**config.mk**
```make
export PLATFORM = sky130hd
export DESIGN_NAME = imem_loader
export DESIGN_NICKNAME = d
export VERILOG_FILES = /design/src/rtl/mips_pkg.sv /design/src/rtl/word_assembler.sv /design/src/rtl/imem_loader.sv
export SDC_FILE = /design/constraint.sdc
export NUM_CORES = 1
export LEC_CHECK = 0
export ABC_AREA = 1
export BUFFER_PORTS_ARGS = -buffer_cell sky130_fd_sc_hd__buf_4
export CAP_MARGIN = 5
export CORE_UTILIZATION = 35
export DETAILED_ROUTE_END_ITERATION = 8
export HOLD_SLACK_MARGIN = 0.06
export SKIP_CTS_REPAIR_TIMING = 1
export SYNTH_ARGS = -nofsm -noshare
export SYNTH_HDL_FRONTEND = slang
export SYNTH_HIERARCHICAL = 1
export SYNTH_SLANG_ARGS = --single-unit
```
**constraint.sdc**
```tcl
create_clock -name i_clk -period 2.1 [get_ports i_clk]
set_input_delay 0.315 -clock i_clk [delete_from_list [all_inputs] [get_ports i_clk]]
set_output_delay 0.315 -clock i_clk [all_outputs]
set_load 0.01 [all_outputs]
```
**src/rtl/mips_pkg.sv**
```systemverilog
`default_nettype none
// ============================================================================
// Module   : mips_pkg
// Purpose  : Shared loader constants and FSM state encoding.
// Revision : 1.0 - initial release
// ============================================================================
package mips_pkg;

    localparam int BYTES_PER_WORD = 4;
    localparam int BYTE_IDX_W     = 2;

    typedef enum logic [1:0] {
        ST_IDLE    = 2'd0,
        ST_COLLECT = 2'd1,
        ST_WRITE   = 2'd2,
        ST_DONE    = 2'd3
    } state_t;

endpackage
`default_nettype wire

```
**src/rtl/word_assembler.sv**
```systemverilog
`default_nettype none
// ============================================================================
// Module   : word_assembler
// Purpose  : Packs accepted bytes big-endian into a word; a new word starts zeroed.
// Revision : 1.0 - initial release
// ============================================================================
module word_assembler
    import mips_pkg::*;
#(
    parameter int DATA_WIDTH = 32
) (
    input  wire logic                  i_clk,
    input  wire logic                  i_rst_n,
    input  wire logic                  i_clear,
    input  wire logic                  i_accept,
    input  wire logic [BYTE_IDX_W-1:0] i_byte_idx,
    input  wire logic [7:0]            i_byte,
    output logic      [DATA_WIDTH-1:0] o_word_next
);

    logic [DATA_WIDTH-1:0] word_q;
    logic [DATA_WIDTH-1:0] word_d;

    // Lane 0 overwrites the whole word, so a short final word is zero-padded.
    always_comb begin
        word_d = word_q;
        if (i_clear) begin
            word_d = '0;
        end else if (i_accept) begin
            case (i_byte_idx)
                2'd0:    word_d = {i_byte, 24'h000000};
                2'd1:    word_d[23:16] = i_byte;
                2'd2:    word_d[15:8]  = i_byte;
                default: word_d[7:0]   = i_byte;
            endcase
        end
    end

    always_ff @(posedge i_clk or negedge i_rst_n) begin
        if (!i_rst_n) begin
            word_q <= '0;
        end else begin
            word_q <= word_d;
        end
    end

    assign o_word_next = word_d;

endmodule
`default_nettype wire

```
**src/rtl/imem_loader.sv**
```systemverilog
`default_nettype none
// ============================================================================
// Module   : imem_loader
// Purpose  : Loads a byte-stream program into instruction memory, one word per write.
// Revision : 1.0 - initial release
// ============================================================================
module imem_loader
    import mips_pkg::*;
#(
    parameter int DATA_WIDTH = 32,
    parameter int ADDR_WIDTH = 8
) (
    input  wire logic                  i_clk,
    input  wire logic                  i_rst_n,
    input  wire logic                  i_start,
    input  wire logic                  i_byte_valid,
    input  wire logic [7:0]            i_byte,
    input  wire logic                  i_last,
    output logic                       o_byte_ready,
    output logic                       o_we,
    output logic      [ADDR_WIDTH-1:0] o_addr,
    output logic      [DATA_WIDTH-1:0] o_data,
    output logic                       o_busy,
    output logic                       o_done,
    output logic                       o_overflow,
    output logic      [ADDR_WIDTH:0]   o_word_count
);

    state_t                  state_q, state_d;
    logic [ADDR_WIDTH-1:0]   addr_q, addr_d;
    logic [BYTE_IDX_W-1:0]   byte_idx_q, byte_idx_d;
    logic [ADDR_WIDTH:0]     count_q, count_d;
    logic [DATA_WIDTH-1:0]   data_q, data_d;
    logic                    last_q, last_d;
    logic                    overflow_q, overflow_d;

    logic                    w_accept;
    logic                    w_clear;
    logic                    w_word_end;
    logic [DATA_WIDTH-1:0]   w_word_next;

    assign w_accept   = i_byte_valid && (state_q == ST_COLLECT);
    assign w_clear    = i_start && ((state_q == ST_IDLE) || (state_q == ST_DONE));
    assign w_word_end = w_accept &&
                        ((byte_idx_q == BYTE_IDX_W'(BYTES_PER_WORD - 1)) || i_last);

    word_assembler #(
        .DATA_WIDTH (DATA_WIDTH)
    ) u_word_assembler (
        .i_clk       (i_clk),
        .i_rst_n     (i_rst_n),
        .i_clear     (w_clear),
        .i_accept    (w_accept),
        .i_byte_idx  (byte_idx_q),
        .i_byte      (i_byte),
        .o_word_next (w_word_next)
    );

    always_ff @(posedge i_clk or negedge i_rst_n) begin
        if (!i_rst_n) begin
            state_q <= ST_IDLE;
        end else begin
            state_q <= state_d;
        end
    end

    always_comb begin
        state_d = state_q;
        case (state_q)
            ST_IDLE:    if (i_start) state_d = ST_COLLECT;
            ST_COLLECT: if (w_word_end) state_d = ST_WRITE;
            ST_WRITE:   state_d = (last_q || (&addr_q)) ? ST_DONE : ST_COLLECT;
            ST_DONE:    if (i_start) state_d = ST_COLLECT;
            default:    state_d = ST_IDLE;
        endcase
    end

    always_comb begin
        o_byte_ready = (state_q == ST_COLLECT);
        o_we         = (state_q == ST_WRITE);
        o_busy       = (state_q == ST_COLLECT) || (state_q == ST_WRITE);
        o_done       = (state_q == ST_DONE);
    end

    // The output word is captured on the final byte so it stays frozen between writes.
    always_comb begin
        addr_d     = addr_q;
        byte_idx_d = byte_idx_q;
        count_d    = count_q;
        data_d     = data_q;
        last_d     = last_q;
        overflow_d = overflow_q;
        if (w_clear) begin
            addr_d     = '0;
            byte_idx_d = '0;
            count_d    = '0;
            last_d     = 1'b0;
            overflow_d = 1'b0;
        end
        if (w_accept) begin
            last_d     = i_last;
            byte_idx_d = w_word_end ? '0 : byte_idx_q + 1'b1;
            if (w_word_end) begin
                data_d = w_word_next;
            end
        end
        if (state_q == ST_WRITE) begin
            count_d = count_q + 1'b1;
            if (!last_q) begin
                if (&addr_q) begin
                    overflow_d = 1'b1;
                end else begin
                    addr_d = addr_q + 1'b1;
                end
            end
        end
    end

    always_ff @(posedge i_clk or negedge i_rst_n) begin
        if (!i_rst_n) begin
            addr_q     <= '0;
            byte_idx_q <= '0;
            count_q    <= '0;
            data_q     <= '0;
            last_q     <= 1'b0;
            overflow_q <= 1'b0;
        end else begin
            addr_q     <= addr_d;
            byte_idx_q <= byte_idx_d;
            count_q    <= count_d;
            data_q     <= data_d;
            last_q     <= last_d;
            overflow_q <= overflow_d;
        end
    end

    assign o_addr       = addr_q;
    assign o_data       = data_q;
    assign o_overflow   = overflow_q;
    assign o_word_count = count_q;

endmodule
`default_nettype wire

```
==> reports/metrics.csv <==
metric,value,unit
Seq cells post-synth,87,
"Clk Latency, worst-skew pair",0.35,ns
WL per Instance,13.65,um
Yosys cell types,30,
Synth Cell Area,3885,sq um
VDD IR max,0.5439,mV
fin. max-slew vios,0,
Yosys warning count,6,
startpoint type of the worst setup path,flip-flop,
RSZ-0062 raised after global routing,no,
Tcrit/Tclk final,89.71,%
critical-path maximum fanout,14,
DP Cell Count,639,
beginning of the worst hold path,i_last,
CTS tree,done,
DR iter-0 viols,180,
GRT Util Overall,16.73,%
Nets,534,
Final setup viols,0,
dpl hpwl,6060,um
Slew headroom,67.77,%
Tightest Pin Transition,0.4834,ns
Pleak,2.450,nW
origin of the critical flop-to-flop path,state_q[1],
share of post-route cells with drive strength above 1,20.16,%
WL final,8952,um
DRC,0,
Total Die Area,11530,sq um
Port Buf Inserts,66,
antenna-violating nets left,0,
non-filler instance count after layout,656,
area grow syn2layout,21.90,%
clock slew at reported path FFs,0.09,ns
Die Ht,107.4,um
Max Cap Viol,0,
grt ovf,0,
final clock skew,0.01176,ns
status,completed,
register area share after synthesis,56.04,%
WHS,0.2712,ns
Mean Syn Cell Area,8.790,sq um
maximum clock rate,530.8,MHz
Ports,67,
n_diodes,0,
Clock Sinks,87,
CP Class,flip-flop to flip-flop,
initial antenna violation count,0,
CP endpoint kind,flip-flop,
largest net degree at the start of global routing,88,
final hold violation count,0,
GPL Wtd Cong,0.8013,
vias in the first global route,3103,
Critical Path Source,state_q[1],
Root Driver,clkbuf_8,
Row Count,38,
total number of vias,3141,
Initial Utilization,35.84,%
HP Class,input pin to flip-flop,
core area,10840,sq um
Tmin final,1.884,ns
syn_nets,465,
"Data arrival, critical path",2.13,ns
Detailed Routing Iterations Pass 1,4,
synthesized instance count,442,
first-pass GRT wire length,15030,um
Via density,4.788,
CP Data Required Time,2.35,ns
H-tree levels,3,
pwr dens,1129,nW/um^2
Die Width,107.4,um
end-of-flow core utilization,43.69,%
TritonCTS Buffers,9,
Clock Tree Buf Depth,2,
Setup TNS,0,ns
-- final timing paths --
path | endpoint | slack (ns) | depth (start not counted)
setup / recovery | o_data[5] | 0.22 | 10
hold / removal | last_q | 0.27 | 3
setup reg to reg | o_data[5] | 0.22 | 10
hold reg to reg | o_overflow | 0.49 | 2
max in group asynchronous | o_word_count[1] | 1.19 | 3
min in group asynchronous | o_word_count[2] | 0.51 | 3
-- power by group --
part           leakage [nW]  internal [mW]  switching, mW
registers              1.19           2.02          0.228
clock network        0.0944          0.559          0.611
logic                  1.17          0.755           1.18
total                  2.45           3.33           2.02
-- synth_stat cells --
| cell type | n | area share (%) |
|---|---|---|
| nand2_1 | 147 | 14 |
| dfrtp_1 | 87 | 56 |
| nand3_1 | 53 | 6.8 |
| a21oi_1 | 32 | 4.1 |
| nor2_1 | 28 | 2.7 |
| inv_1 | 23 | 2.2 |
| ha_1 | 10 | 3.2 |
| nor3_1 | 10 | 1.3 |
| o21ai_0 | 9 | 1.2 |
| buf_2 | 6 | 0.77 |
| buf_4 | 4 | 0.77 |
| buf_6 | 4 | 1.2 |
| nand2_4 | 4 | 1.2 |
| clkbuf_1 | 3 | 0.29 |
| inv_2 | 3 | 0.29 |
| o21ai_1 | 3 | 0.39 |
| nand4_1 | 2 | 0.32 |
| o22ai_1 | 2 | 0.32 |
| a21oi_2 | 1 | 0.23 |
| clkinv_2 | 1 | 0.13 |
| inv_4 | 1 | 0.16 |
| mux2i_1 | 1 | 0.26 |
| nand2_2 | 1 | 0.16 |
| nor2_2 | 1 | 0.16 |
| nor2_4 | 1 | 0.29 |
| nor2_8 | 1 | 0.52 |
| o211ai_1 | 1 | 0.19 |
| o31ai_1 | 1 | 0.19 |
| xnor2_1 | 1 | 0.23 |
| xor2_1 | 1 | 0.23 |
-- cells in the final DEF, fill, tap and decap left out, drive strengths merged --
cell | Yosys | layout
a21oi | 33 | 33
buf | 14 | 74
bufinv | 0 | 1
clkbuf | 3 | 10
clkinv | 1 | 2
clkinvlp | 0 | 2
dfrtp | 87 | 87
dlygate4sd3 | 0 | 1
ha | 10 | 10
inv | 27 | 29
mux2i | 1 | 1
nand2 | 152 | 152
nand3 | 53 | 53
nand4 | 2 | 2
nor2 | 31 | 31
nor3 | 10 | 10
o211ai | 1 | 1
o21ai | 12 | 12
o22ai | 2 | 2
o31ai | 1 | 1
xnor2 | 1 | 1
xor2 | 1 | 1
-- critical path: stages (launching register included) --
cell     delay (ns)
dfrtp_1        0.41
inv_1          0.10
ha_1           0.27
nand2_2        0.15
inv_4          0.18
buf_4          0.18
nand2_1        0.18
nand2_1        0.10
a21oi_1        0.08
nand2_1        0.08
nand2_1        0.06
-- kinds of logic (layout without fill, tap and decap cells) --
group                    after synthesis  after routing  share of synthesized area (%)
multiplexers                           1              1                         0.2577
AO/OA/AOI/OAI                         49             49                          6.602
flip-flops                            87             87                          56.04
buffers and inverters                 45            119                          5.797
adder cells (fa/ha/maj)               10             10                          3.221
AND/OR/NAND/NOR                      248            248                          27.63
XOR/XNOR                               2              2                         0.4510
-- flip-flops by register name, indices dropped and copies added (netlist names) --
| register | count |
|---|---|
| o_overflow | 1 |
| state_q | 2 |
| u_word_assembler/word_q | 32 |
| last_q | 1 |
| o_word_count | 9 |
| o_addr | 8 |
| o_data | 32 |
| byte_idx_q | 2 |
-- layout make-up --
class | instances | area (sq um)
fill | 1126 | 6105
sequential | 87 | 2177
multi-input combinational | 310 | 1483
timing repair buffer | 75 | 590.6
tap | 140 | 175.2
clock buffer | 10 | 127.6
inverter | 28 | 112.6
clock inverter | 6 | 70.07
-- metrics by stage --
stage                     total power [mW]  area, sq um  worst slack, ns
after floorplan                      3.442         3885           0.4419
after global placement               4.163         4524           0.1978
after detailed placement             4.214         4524          0.09373
after CTS                            5.407         4722          0.08358
after global routing                 5.729         4736          0.01924
final                                5.347         4736           0.2162
-- routing by layer --
| metal | vias up | global-route usage (%) | share of wire, % |
|---|---|---|---|
| met1 | 1500 | 21.84 | 47 |
| met4 | 0 | 4.403 | 0.74 |
| met2 | 74 | 27.00 | 47 |
| met5 | - | 0 | 0 |
| met3 | 6 | 5.024 | 5.3 |
| li1 | 1561 | - | - |
(Power assumes the default switching activity.)
